[src/rtl/tdc_result_reader.sv]
// rtl/tdc_result_reader.sv - TDC result-register read master with valid/ready result stream (optional wait timeout: TDC_RD_TIMEOUT_EN)
module tdc_result_reader #(
    parameter int ADDR_W   = 4,
    parameter int DATA_W   = 28,
    parameter int RES_BASE = 0,
    parameter int NUM_RES  = 4,
    parameter int RD_PULSE = 3,
    parameter int TIMEOUT  = 1000
) (
    input  logic              clk,
    input  logic              reset,
    input  logic              arm,
    input  logic              intn,
    output logic              CSN,
    output logic              RDN,
    output logic [ADDR_W-1:0] addr,
    input  logic [DATA_W-1:0] data_in,
    output logic              res_valid,
    input  logic              res_ready,
    output logic [DATA_W-1:0] res_data,
    output logic [ADDR_W-1:0] res_addr,
    output logic              busy,
    output logic              done,
    output logic              timeout
);

    localparam int IDX_W = (NUM_RES > 1) ? $clog2(NUM_RES) : 1;
    localparam int PC_W  = (RD_PULSE > 1) ? $clog2(RD_PULSE) : 1;

    // Reject parameter sets the bus sequencing cannot honour.
    if (NUM_RES < 1 || NUM_RES > 16 || RD_PULSE < 1 || TIMEOUT < 1 ||
        RES_BASE + NUM_RES - 1 >= (1 << ADDR_W)) begin : g_param_check
        $error("tdc_result_reader: illegal parameter combination");
    end

    typedef enum logic [2:0] {
        IDLE,
        WAIT_INT,
        SETUP,
        STROBE,
        HOLD,
        OUT,
        DONE
    } state_t;

    state_t            state, state_nx;
    logic [IDX_W-1:0]  index, index_nx;
    logic [PC_W-1:0]   pcnt, pcnt_nx;
    logic              capture;
    logic              expire;
    logic              intn_m, intn_s;

    // Two-flop synchronizer for the asynchronous interrupt; idles high.
    always_ff @(posedge clk) begin
        if (reset) begin
            intn_m <= 1'b1;
            intn_s <= 1'b1;
        end else begin
            intn_m <= intn;
            intn_s <= intn_m;
        end
    end

`ifdef TDC_RD_TIMEOUT_EN
    localparam int TO_W = $clog2(TIMEOUT + 1);
    logic [TO_W-1:0] wcnt;

    // Interrupt wait counter: restarts whenever the FSM is outside WAIT_INT.
    always_ff @(posedge clk) begin
        if (reset || state != WAIT_INT) begin
            wcnt <= '0;
        end else begin
            wcnt <= wcnt + 1'b1;
        end
    end

    assign expire = (state == WAIT_INT) && intn_s && (wcnt == TO_W'(TIMEOUT - 1));

    // Timeout is a single-cycle pulse coincident with the return to IDLE.
    always_ff @(posedge clk) begin
        if (reset) begin
            timeout <= 1'b0;
        end else begin
            timeout <= expire;
        end
    end
`else
    assign expire  = 1'b0;
    assign timeout = 1'b0;
`endif

    // Next-state, word index and strobe-length sequencing.
    always_comb begin
        state_nx = state;
        index_nx = index;
        pcnt_nx  = pcnt;
        capture  = 1'b0;
        case (state)
            IDLE: begin
                if (arm) begin
                    state_nx = WAIT_INT;
                    index_nx = '0;
                end
            end
            WAIT_INT: begin
                if (!intn_s) begin
                    state_nx = SETUP;
                end else if (expire) begin
                    state_nx = IDLE;
                end
            end
            SETUP: begin
                state_nx = STROBE;
                pcnt_nx  = '0;
            end
            STROBE: begin
                if (pcnt == PC_W'(RD_PULSE - 1)) begin
                    state_nx = HOLD;
                    capture  = 1'b1;
                end else begin
                    pcnt_nx = pcnt + 1'b1;
                end
            end
            HOLD: begin
                state_nx = OUT;
            end
            OUT: begin
                if (res_ready) begin
                    if (index == IDX_W'(NUM_RES - 1)) begin
                        state_nx = DONE;
                    end else begin
                        index_nx = index + 1'b1;
                        state_nx = SETUP;
                    end
                end
            end
            DONE: begin
                state_nx = IDLE;
            end
            default: begin
                state_nx = IDLE;
            end
        endcase
    end

    // State plus registered bus and stream outputs, all decoded from the next state.
    always_ff @(posedge clk) begin
        if (reset) begin
            state     <= IDLE;
            index     <= '0;
            pcnt      <= '0;
            CSN       <= 1'b1;
            RDN       <= 1'b1;
            addr      <= '0;
            res_valid <= 1'b0;
            res_data  <= '0;
            res_addr  <= '0;
            busy      <= 1'b0;
            done      <= 1'b0;
        end else begin
            state     <= state_nx;
            index     <= index_nx;
            pcnt      <= pcnt_nx;
            CSN       <= !(state_nx == SETUP || state_nx == STROBE);
            RDN       <= !(state_nx == STROBE);
            res_valid <= (state_nx == OUT);
            busy      <= (state_nx != IDLE);
            done      <= (state_nx == DONE);
            if (state_nx == SETUP) begin
                addr <= ADDR_W'(RES_BASE) + ADDR_W'(index_nx);
            end
            if (capture) begin
                res_data <= data_in;
                res_addr <= addr;
            end
        end
    end

endmodule

[config.mk]
export PLATFORM = sky130hd
export DESIGN_NAME = tdc_result_reader
export DESIGN_NICKNAME = d
export VERILOG_FILES = /design/src/rtl/tdc_result_reader.sv
export SDC_FILE = /design/constraint.sdc
export NUM_CORES = 1
export LEC_CHECK = 0
export BUFFER_PORTS_ARGS = -buffer_cell sky130_fd_sc_hd__buf_2
export CAP_MARGIN = 20
export CORE_MARGIN = 8
export CORE_UTILIZATION = 30
export CTS_CLUSTER_DIAMETER = 80
export DETAILED_ROUTE_END_ITERATION = 10
export SLEW_MARGIN = 20
export SYNTH_ARGS = -nofsm -noshare
export SYNTH_HDL_FRONTEND = slang
export SYNTH_SLANG_ARGS = --single-unit
[constraint.sdc]
create_clock -name clk -period 1.6 [get_ports clk]
set_input_delay 0.32 -clock clk [delete_from_list [all_inputs] [get_ports clk]]
set_output_delay 0.32 -clock clk [all_outputs]
set_load 0.01 [all_outputs]
# Word level (Yosys, flattened, before mapping)

Index checks and enable logic that the tools add are counted.

Register bits after elaboration: 46

Add/subtract/negate cells: 2
Eq/ne operators: 12
Muxes and demuxes: 14
Reductions and logical operators: 7

Operators with widths:

| kind                                                                  | number |
|---|---|
| 3-bit one-hot mux with 6 select lines                                 | 1 |
| 3-bit 2-to-1 mux                                                      | 5 |
| 3-bit by 2-bit equality test with 1-bit output, second input constant | 4 |
| 3-bit equality test, second input constant                            | 4 |
| 2-bit 2-to-1 mux                                                      | 4 |
| 2-bit one-hot mux with 2 select lines                                 | 2 |
| 2-bit by 1-bit adder with 2-bit output, second input constant         | 2 |
| 2-bit equality test, second input constant                            | 2 |
| 3-bit by 1-bit equality test with 1-bit output, second input constant | 1 |
| 3-bit zero test                                                       | 1 |
| 3-bit nonzero test                                                    | 1 |
| 1-bit zero test                                                       | 2 |
| 1-bit 2-to-1 mux                                                      | 2 |
| 2-bit inequality test, second input constant                          | 1 |
| 2-bit AND reduction                                                   | 1 |
| 2-bit nonzero test                                                    | 1 |
| 1-bit logical OR                                                      | 1 |

# Longest topological paths before layout

Gate-level depths: netlist of the first run.

Depth after elaboration: 7
Mapped depth: 7
Depth with buffers taken out: 7

# Worst setup path after synthesis of the first run

OpenSTA, ideal clock, no wires.

Kind: register to register
From: register state[1]
To: register addr[1]
Arrival: 1.289 ns
Slack: 0.241 ns
Stages on the path, launching flop included: 6
Period minus slack after synthesis: 1.359 ns
Cell sequence: dfxtp_1 -> buf_6 -> and4b_2 -> a21oi_2 -> or4_1 -> a21oi_1

Word-level cells in the longest chain between the ends: 3
Elaborated cells between the ends (all ways): 13
Classes of those cells: eq/ne (6); mux (6); reduce/logical (1)

Ends and longest elaborated chain:

| element                                        | line | text |
|---|---|---|
| from (decl)                                    | 46   | `state_t state, state_nx;` |
| from (signal assigned)                         | 161  | `state <= state_nx;` |
| 3-bit equality test (tied with other cells)    | 98   | `case (state)` |
| 3-bit one-hot mux with 6 select lines          | 98   |  |
| 3-bit by 2-bit equality test with 1-bit output | 169  | `if (state_nx == SETUP) begin` |
| to (signal assigned)                           | 170  | `addr <= ADDR_W'(RES_BASE) + ADDR_W'(index_nx);` |
| to (decl)                                      | 16   | `output logic [ADDR_W-1:0] addr,` |

Several ways; a longest one is shown, not always the timed one.
A chain may end at the register's enable or synchronous reset.

# Final worst setup path of the first run

From: register state[0]
To: register addr[1]

Same word-level chain as after synthesis.

==> results.yml, run 1 <==
worst_setup_path:
  worstPathMaxFanout: 10
  slowest_stage: "dfxtp_1"
  crit_type: "flip-flop to flip-flop"
  cp_top_family: "simple AND/OR/NAND/NOR gates"
  cp_num_buf_inv: 0
  path_cells: "and4b_2 > a21oi_2 > or4_1 > a21oi_1"
  cp_slowest_stage_delay_ns: 0.51
  critPathCaptureType: "flip-flop"
  start_kind: "flip-flop"
  required_ns: 1.83
  critical_path_arrival_ns: 1.74
drt:
  drtIter0Drc: 78
  first_pass_iters: 4
  antenna_left: 0
  vias_per_cell: 4.41
  avgRoutedWirePerCell_um: 12.2
  drc_errors: 0
  wl_um: 4330
  route.vias.total: 1560
synth:
  synth_edf_count: 0
  syn_inst: 208
  syn_area_per_cell_um2: 8.40
  syn_area_mm2: 0.00175
  ys_top_cells_by_count: "nand2_1, dfxtp_1, a21oi_1"
  ys_warn_count: 0
  synth_most_common_cell: "nand2_1"
  ys_async_sr_fraction_pct: 0
  synth-seq-area-share_pct: 52.7
  synth.area.top_cells: "dfxtp_1, nand2_1, a21oi_1"
  synth_top_area_share_pct: 52.7
  synth_top_cell_by_area: "dfxtp_1"
  ys_ff_latch: 46
  synth_top_flop_cell: "dfxtp_1"
  post_synth_num_cell_types: 34
clock_network:
  clockBufferDepth: 2
  cts_tree: "done"
  cts_inserted_buffers: 5
  ctsHtreeMaxLevel: 2
  clk_pin_slew_ns: 0.09
  post_cts.repair.setup_buffers: 0
  insertion_delay_ns: 0.30
  ctsRootBufferMaster: "clkbuf_8"
  cts_sinks: 46
floorplanning:
  fp.dieArea_mm2: 0.00852
  start_util_pct: 30.2
  num_rows: 28
  chipWidth_um: 92.3
  core-area_mm2: 0.00578
  die_h_um: 92.3
  top_level_ports: 75
global_route:
  grt_first_pass_wirelength_um: 7140
  antenna_found_initial: 0
  grt_util_all_layers_pct: 10.4
  overflow: 0
  grt_pass1_vias: 1560
  grt_max_degree: 31
timing:
  rsz0062_at_grt: "false"
  fin_tns_setup_ns: 0
  fin_skew_ns: 0.00795
  setup_viol: 0
  period_minus_slack_ns: 1.51
  fmax_ghz: 0.664
  hold_viol_final: 0
  min_period_over_period_pct: 94.1
  slew_violations: 0
power:
  seqPwrFrac_pct: 55.2
  clockPowerShare_pct: 40.0
  power_density_mw_per_mm2: 930
  p_int_mw: 1.66
  switching_share_pct: 21.2
  finalPower_mw: 2.11
  ir_drop_v: 0.000345
  switchingPower_uw: 449
  comb_power_share_pct: 4.8
  power.leakage_nw: 0.974
final_layout:
  nets: 312
  final_cells: 354
  drive_above_1_share_pct: 34.8
  nFillCells: 616
  area_delta_synth_final_pct: 29.8
  antenna_cells: 0
place:
  dp.cells: 346
  dp_hpwl_um: 3190
  io_buffers: 69
  gp_congestion: 0.894
outcome:
  status: "complete, no violations"
min_path:
  worstHoldPathType: "input pin to flip-flop"
run:
  cap_violations: 0
-- worst paths after layout --
path              endpoint  slack, ns     start  cells past startpoint
setup / recovery   addr[1]       0.09  state[0]                      4
hold / removal      intn_m       0.21      intn                      2
hold reg to reg     intn_s       0.42    intn_m                      1
setup reg to reg   addr[1]       0.09  state[0]                      4
-- power groups by stage --
stage          Combinational, mW  Sequential (mW)  Clock [mW]
2_1_floorplan             0.0635             1.19           0
3_3_place_gp               0.102             1.19           0
3_5_place_dp               0.103             1.19           0
4_1_cts                    0.104             1.17       0.890
5_1_grt                    0.114             1.17       0.933
6_report                   0.102             1.16       0.845
-- metal layers --
metal	up-vias	share of wire, %	global-route usage [%]
met5	-	0	0
met4	0	1.8	4.56
met3	8	7.1	4.53
met2	42	47	17.0
met1	700	45	11.3
li1	810	-	-
-- cell type report --
type	count	area [µm²]	share of cell area [%]
sequential	46	922	40.6
tap	75	93.8	4.13
inverter	5	18.8	0.827
clock inverter	3	40.0	1.76
timing repair buffer	77	405	17.9
clock buffer	5	68.8	3.03
multi-input combinational	143	721	31.8
-- cells in the final DEF (no fill, tap or decap), types with 2 or more instances in the layout --
cell type / n
a211oi_1: 2
a21oi_1: 35
buf_2: 69
buf_4: 8
clkbuf_8: 5
clkinv_2: 2
conb_1: 5
dfxtp_1: 45
inv_1: 4
nand2_1: 64
nor2_1: 10
nor2b_1: 3
o21ai_0: 2
or2_2: 3
-- flip-flops by register name (all words and copies together), names as in the netlist --
register and cells:
res_valid 1, res_data 28, res_addr 2, index 2, addr 2, RDN 1
done 1, intn_m 1, state 3, CSN 1, busy 1, intn_s 1
pcnt 2
-- what timing repair did --
item | 4_1_cts | 5_1_grt
setup endpoints to repair | 0 | 2
gates resized for setup | 0 | 1
hold buffers | 0 | 0
-- kinds of logic (layout without fill, tap and decap cells) --
logic type | count (synthesis) | in the layout | share of synthesized area (%)
and+or+nand+nor | 90 | 90 | 23.0
DFF | 46 | 46 | 52.7
adders and majority gates | 1 | 1 | 0.716
buffers and inverters | 23 | 90 | 7.30
muxes | 1 | 1 | 0.644
AOI/OAI and AO/OA | 46 | 46 | 15.4
other | 1 | 5 | 0.215
-- worst reg2reg max path: stages (launching register included) --
cell     delay, ns
dfxtp_1       0.51
and4b_2       0.35
a21oi_2       0.07
or4_1         0.39
a21oi_1       0.12
-- per-stage QoR --
step	hold WS, ns	instance area, µm²	util, %	setup slack [ns]
detailed placement	0.402	2160	37.4	0.0855
global route	0.192	2270	39.3	0.0127
floorplan	0.389	1760	-	0.241
CTS	0.195	2270	39.2	0.0798
finish	0.208	2270	39.3	0.0941
global placement	0.393	2160	37.4	0.127
No activity file was read; power rests on OpenSTA's default activity.
==> inputs of run 2 (changes only) <==
Settings changed: CORE_MARGIN 8 to not set.
==> run 2 against run 1 <==
Effect of this change: cell count shrank 0.56%; clock power grew 2%; sequential cell count is the same; register-to-register slack gained 0.06 ns; count of clock-buffer cells in the layout is the same; worst setup slack gained 0.059 ns; combinational power is essentially flat; total power grew 0.74%; critical path type unchanged; largest cell class unchanged.
==> results.yml, run 2 (synthesized netlist as in run 1, its figures left out) <==
timing:
  period_minus_slack_ns: 1.45
  slew_violations: 0
  rsz0062_at_grt: "false"
  fmax_ghz: 0.691
  fin_tns_setup_ns: 0
  min_period_over_period_pct: 90.5
  fin_skew_ns: 0.00971
  hold_viol_final: 0
  hold_ws_ns: 0.205
  setup_viol: 0
clock_network:
  cts_sinks: 46
  clockBufferDepth: 2
  cts_hold_buf: 0
  clk_pin_slew_ns: 0.08
  ctsHtreeMaxLevel: 2
  insertion_delay_ns: 0.30
  cts_tree: "done"
  cts_inserted_buffers: 5
  ctsRootBufferMaster: "clkbuf_8"
final_layout:
  regMostFlops: "res_data"
  antenna_cells: 0
  final_cells: 352
  final_cell_mix: "buf_2, nand2_1, dfxtp_1"
  nets: 313
  area_delta_synth_final_pct: 30.7
  final_common_cell: "buf_2"
  largest_reg_flops: 28
  drive_above_1_share_pct: 35.7
  reg_top3: "res_data x28, state x3"
  fin_area_mm2: 0.00228
global_route:
  antenna_found_initial: 0
  grt_pass1_vias: 1398
  overflow: 0
  grt_util_all_layers_pct: 13.1
  grt_first_pass_wirelength_um: 6320
  grt_max_degree: 28
power:
  power.leakage_nw: 0.972
  power_density_mw_per_mm2: 931
  ir_drop_v: 0.000441
  finalPower_mw: 2.13
floorplanning:
  start_util_pct: 31.4
  num_rows: 27
  core-area_mm2: 0.00557
  fp.dieArea_mm2: 0.00614
  die_h_um: 78.3
  chipWidth_um: 78.3
  top_level_ports: 75
place:
  gp_congestion: 0.804
  io_buffers: 69
  place_area_mm2: 0.00216
  dp.cells: 344
  dp_hpwl_um: 2680
min_path:
  worstHoldPathType: "input pin to flip-flop"
worst_setup_path:
  required_ns: 1.78
  critical_path_arrival_ns: 1.63
  critPathCaptureType: "flip-flop"
  start_kind: "flip-flop"
  cp_slowest_stage_delay_ns: 0.35
  cpMostUsedCell: "inv_1"
  slowest_stage: "dfxtp_1"
  crit_type: "flip-flop to flip-flop"
  worstPathMaxFanout: 4
  path_cells: "inv_1 > ha_1 > nand2_1 > a211oi_1 > or2_2 > inv_1 > nand3b_1"
drt:
  top_layer_used: "met4"
  wl_um: 3820
  wl_met1_um: 1770
  wl_met2_um: 1780
  route.vias.total: 1572
  avgRoutedWirePerCell_um: 10.9
  vias_per_cell: 4.47
  antenna_left: 0
  first_pass_iters: 4
  drtIter0Drc: 105
  drc_errors: 0
  wl_met3_um: 247
run:
  cap_violations: 0
outcome:
  status: "complete, no violations"
[run 2: what timing repair did]
action | in CTS | in global routing
setup endpoints to repair | 0 | 31
resized for setup | 0 | 4
buffers inserted | 0 | 0
[run 2: power by group]
part / switching [mW] / leakage [nW] / internal, mW
Clock: 0.395 / 0.0504 / 0.465
Combinational: 0.0525 / 0.549 / 0.0491
Sequential: 0.0113 / 0.373 / 1.15
Total: 0.458 / 0.972 / 1.67
[run 2: area by class of cell]
cell class	count	area, µm²
tap	72	90.1
sequential	46	925
multi-input combinational	143	721
fill	593	3290
inverter	5	18.8
timing repair buffer	78	417
clock inverter	3	45.0
clock buffer	5	68.8
[run 2: per-layer routing]
metal / track usage [%] / vias up
met5: 0 / -
met4: 4.44 / 0
met3: 3.84 / 5
met2: 21.3 / 50
met1: 16.5 / 702
li1: - / 815
[run 2: per-stage QoR]
stage                     worst slack, ns  utilization (%)
after floorplan                     0.241                -
after global placement             0.0930             38.8
after detailed placement           0.0688             38.8
after CTS                          0.0551             40.9
after global routing              0.00206             41.0
final                               0.153             41.0
[run 2: worst max-delay path, delay by kind of cell (launching register included)]
| family | cells | cell delay, ns |
|---|---|---|
| and+or+nand+nor | 3 | 0.54 |
| DFF | 1 | 0.35 |
| adders and majority gates | 1 | 0.21 |
| buffers and inverters | 2 | 0.14 |
| AOI/OAI and AO/OA | 1 | 0.10 |
[run 2: worst paths after layout]
check,end,startpoint,cells after the start,slack [ns]
setup reg to reg,RDN,pcnt[0],7,0.15
hold reg to reg,intn_s,intn_m,1,0.42
hold / removal,intn_m,intn,2,0.20
setup / recovery,RDN,pcnt[0],7,0.15
==> inputs of run 3 (changes only) <==
Settings changed: ABC_AREA set to 1, GPL_TIMING_DRIVEN set to 0, TNS_END_PERCENT set to 20.
==> run 3 against run 2 <==
Effect of this change: combinational power rose by 23%; sequential power barely moved; global-route usage rose by 0.11 points; critical path depth rose by 1; highest routed layer unchanged; synthesized cell count rose by 6.7%; hold slack improved by 0.0060 ns; count of clock-buffer cells in the layout rose by 3; non-clock buffer count rose by 6.
==> results.yml, run 3 <==
outcome:
  status: "complete, no violations"
timing:
  slew_violations: 0
  rsz0062_at_grt: "false"
  fin_tns_setup_ns: 0
  hold_viol_final: 0
  fmax_ghz: 0.713
  fin_skew_ns: 0.00612
  period_minus_slack_ns: 1.40
  min_period_over_period_pct: 87.7
  setup_viol: 0
worst_setup_path:
  crit_type: "flip-flop to flip-flop"
  worstPathMaxFanout: 3
  crit_start: "pcnt[0]"
  critical_path_arrival_ns: 1.57
  rrSetupSlack_ns: 0.20
  critPathCaptureType: "flip-flop"
  r2r-end: "busy"
  start_kind: "flip-flop"
  crit-reg2reg-launch: "pcnt[0]"
  rr_worst_depth: 8
  required_ns: 1.77
  crit_path_end: "busy"
floorplanning:
  top_level_ports: 75
  die_h_um: 78.2
  core-area_mm2: 0.00554
  fp.dieArea_mm2: 0.00611
  chipWidth_um: 78.2
  start_util_pct: 31.4
  num_rows: 27
final_layout:
  nets: 336
  drive_above_1_share_pct: 32.3
  reg_top3: "res_data x28, state x3"
  postLayoutCoreUtil_pct: 41.5
  fin_area_mm2: 0.00230
  nFillCells: 602
  regMostFlops: "res_data"
  final_cells: 375
  final_cell_mix: "nor2_1, buf_2, dfxtp_1"
  antenna_cells: 0
  area_delta_synth_final_pct: 32.2
  largest_reg_flops: 28
synth:
  syn_area_mm2: 0.00174
  ys_warn_count: 0
  synth_most_common_cell: "nor2_1"
  synth_top_area_share_pct: 52.9
  ys_async_sr_fraction_pct: 0
  ys_ff_latch: 46
  post_synth_num_cell_types: 23
  synth-seq-area-share_pct: 52.9
  synth_edf_count: 0
  syn_area_per_cell_um2: 7.84
  synth_top_cell_by_area: "dfxtp_1"
  synth.area.top_cells: "dfxtp_1, nor2_1, o21ai_0"
  syn_inst: 222
  synth_top_flop_cell: "dfxtp_1"
  ys_top_cells_by_count: "nor2_1, dfxtp_1, o21ai_0"
global_route:
  grt_max_degree: 14
  antenna_found_initial: 0
  grt_pass1_vias: 1462
  grt_first_pass_wirelength_um: 6380
  grt_util_all_layers_pct: 13.2
  overflow: 0
power:
  ir_drop_v: 0.000406
  power.leakage_nw: 1.16
  power_density_mw_per_mm2: 910
clock_network:
  post_cts.repair.setup_buffers: 0
  clk_pin_slew_ns: 0.08
  clockBufferDepth: 2
  cts_resized: 0
  cts_hold_buf: 0
  cts_inserted_buffers: 5
  ctsRootBufferMaster: "clkbuf_8"
  insertion_delay_ns: 0.29
  cts_sinks: 46
  cts_tree: "done"
  ctsHtreeMaxLevel: 2
drt:
  wl_um: 3810
  drtIter0Drc: 22
  wl_met2_um: 1760
  route.vias.total: 1599
  vias_per_cell: 4.26
  top_layer_used: "met4"
  first_pass_iters: 4
  drc_errors: 0
  antenna_left: 0
  wl_met1_um: 1730
  avgRoutedWirePerCell_um: 10.1
  wl_met3_um: 258
place:
  place_area_mm2: 0.00219
  dp.cells: 367
  io_buffers: 69
  gp_congestion: 0.743
  dp_hpwl_um: 2850
min_path:
  worstHoldPathType: "input pin to flip-flop"
run:
  cap_violations: 0
[run 3: metal layers]
| metal | global-route usage [%] | vias to the layer above |
|---|---|---|
| li1 | - | 846 |
| met1 | 15.0 | 696 |
| met2 | 23.2 | 49 |
| met3 | 3.49 | 8 |
| met4 | 5.74 | 0 |
| met5 | 0 | - |
[run 3: power by group]
group,internal (mW),switching (mW),total [mW]
Clock,0.436,0.368,0.805
Combinational,0.0613,0.0641,0.125
Sequential,1.16,0.00822,1.16
Total,1.65,0.441,2.09
[run 3: worst min-delay path by stage]
stage,startpoint,endpoint,cells after the start
CTS,intn,intn_m,2
detailed placement,intn_m,intn_s,1
floorplan,reset,index[0],1
global route,intn,intn_m,2
finish,intn,intn_m,2
global placement,intn_m,intn_s,1
[run 3: logic make-up after synthesis]
kind of cell	share of synthesized area [%]
buffers and inverters	9.78
adders and majority gates	0.719
DFF	52.9
other	0.215
AOI/OAI and AO/OA	11.9
and+or+nand+nor	24.4
[run 3: stage by stage]
| stage | hold WS (ns) | setup slack, ns | power (mW) |
|---|---|---|---|
| final | 0.211 | 0.197 | 2.09 |
| after global routing | 0.190 | 0.0701 | 2.21 |
| after CTS | 0.197 | 0.189 | 2.13 |
| after detailed placement | 0.396 | 0.141 | 1.32 |
| after global placement | 0.391 | 0.190 | 1.32 |
| after floorplan | 0.389 | 0.360 | 1.26 |
[run 3: area by class of cell]
cell class	count	area, µm²	area share, %
repair buffers	69	345	15.0
clock buffers	8	110	4.79
flip-flops and latches	46	921	40.0
inverters	15	56.3	2.45
plain buffers	15	114	4.95
well taps	72	90.1	3.92
multi-input cells	150	664	28.9
[run 3: critical path: stages (launching register included)]
cell and delay [ns]:
dfxtp_1 0.31, inv_1 0.05, ha_1 0.20, nand2_2 0.09, inv_2 0.05, nand2_4 0.08, nand2_1 0.06, o21ai_0 0.31
nand3_1 0.12
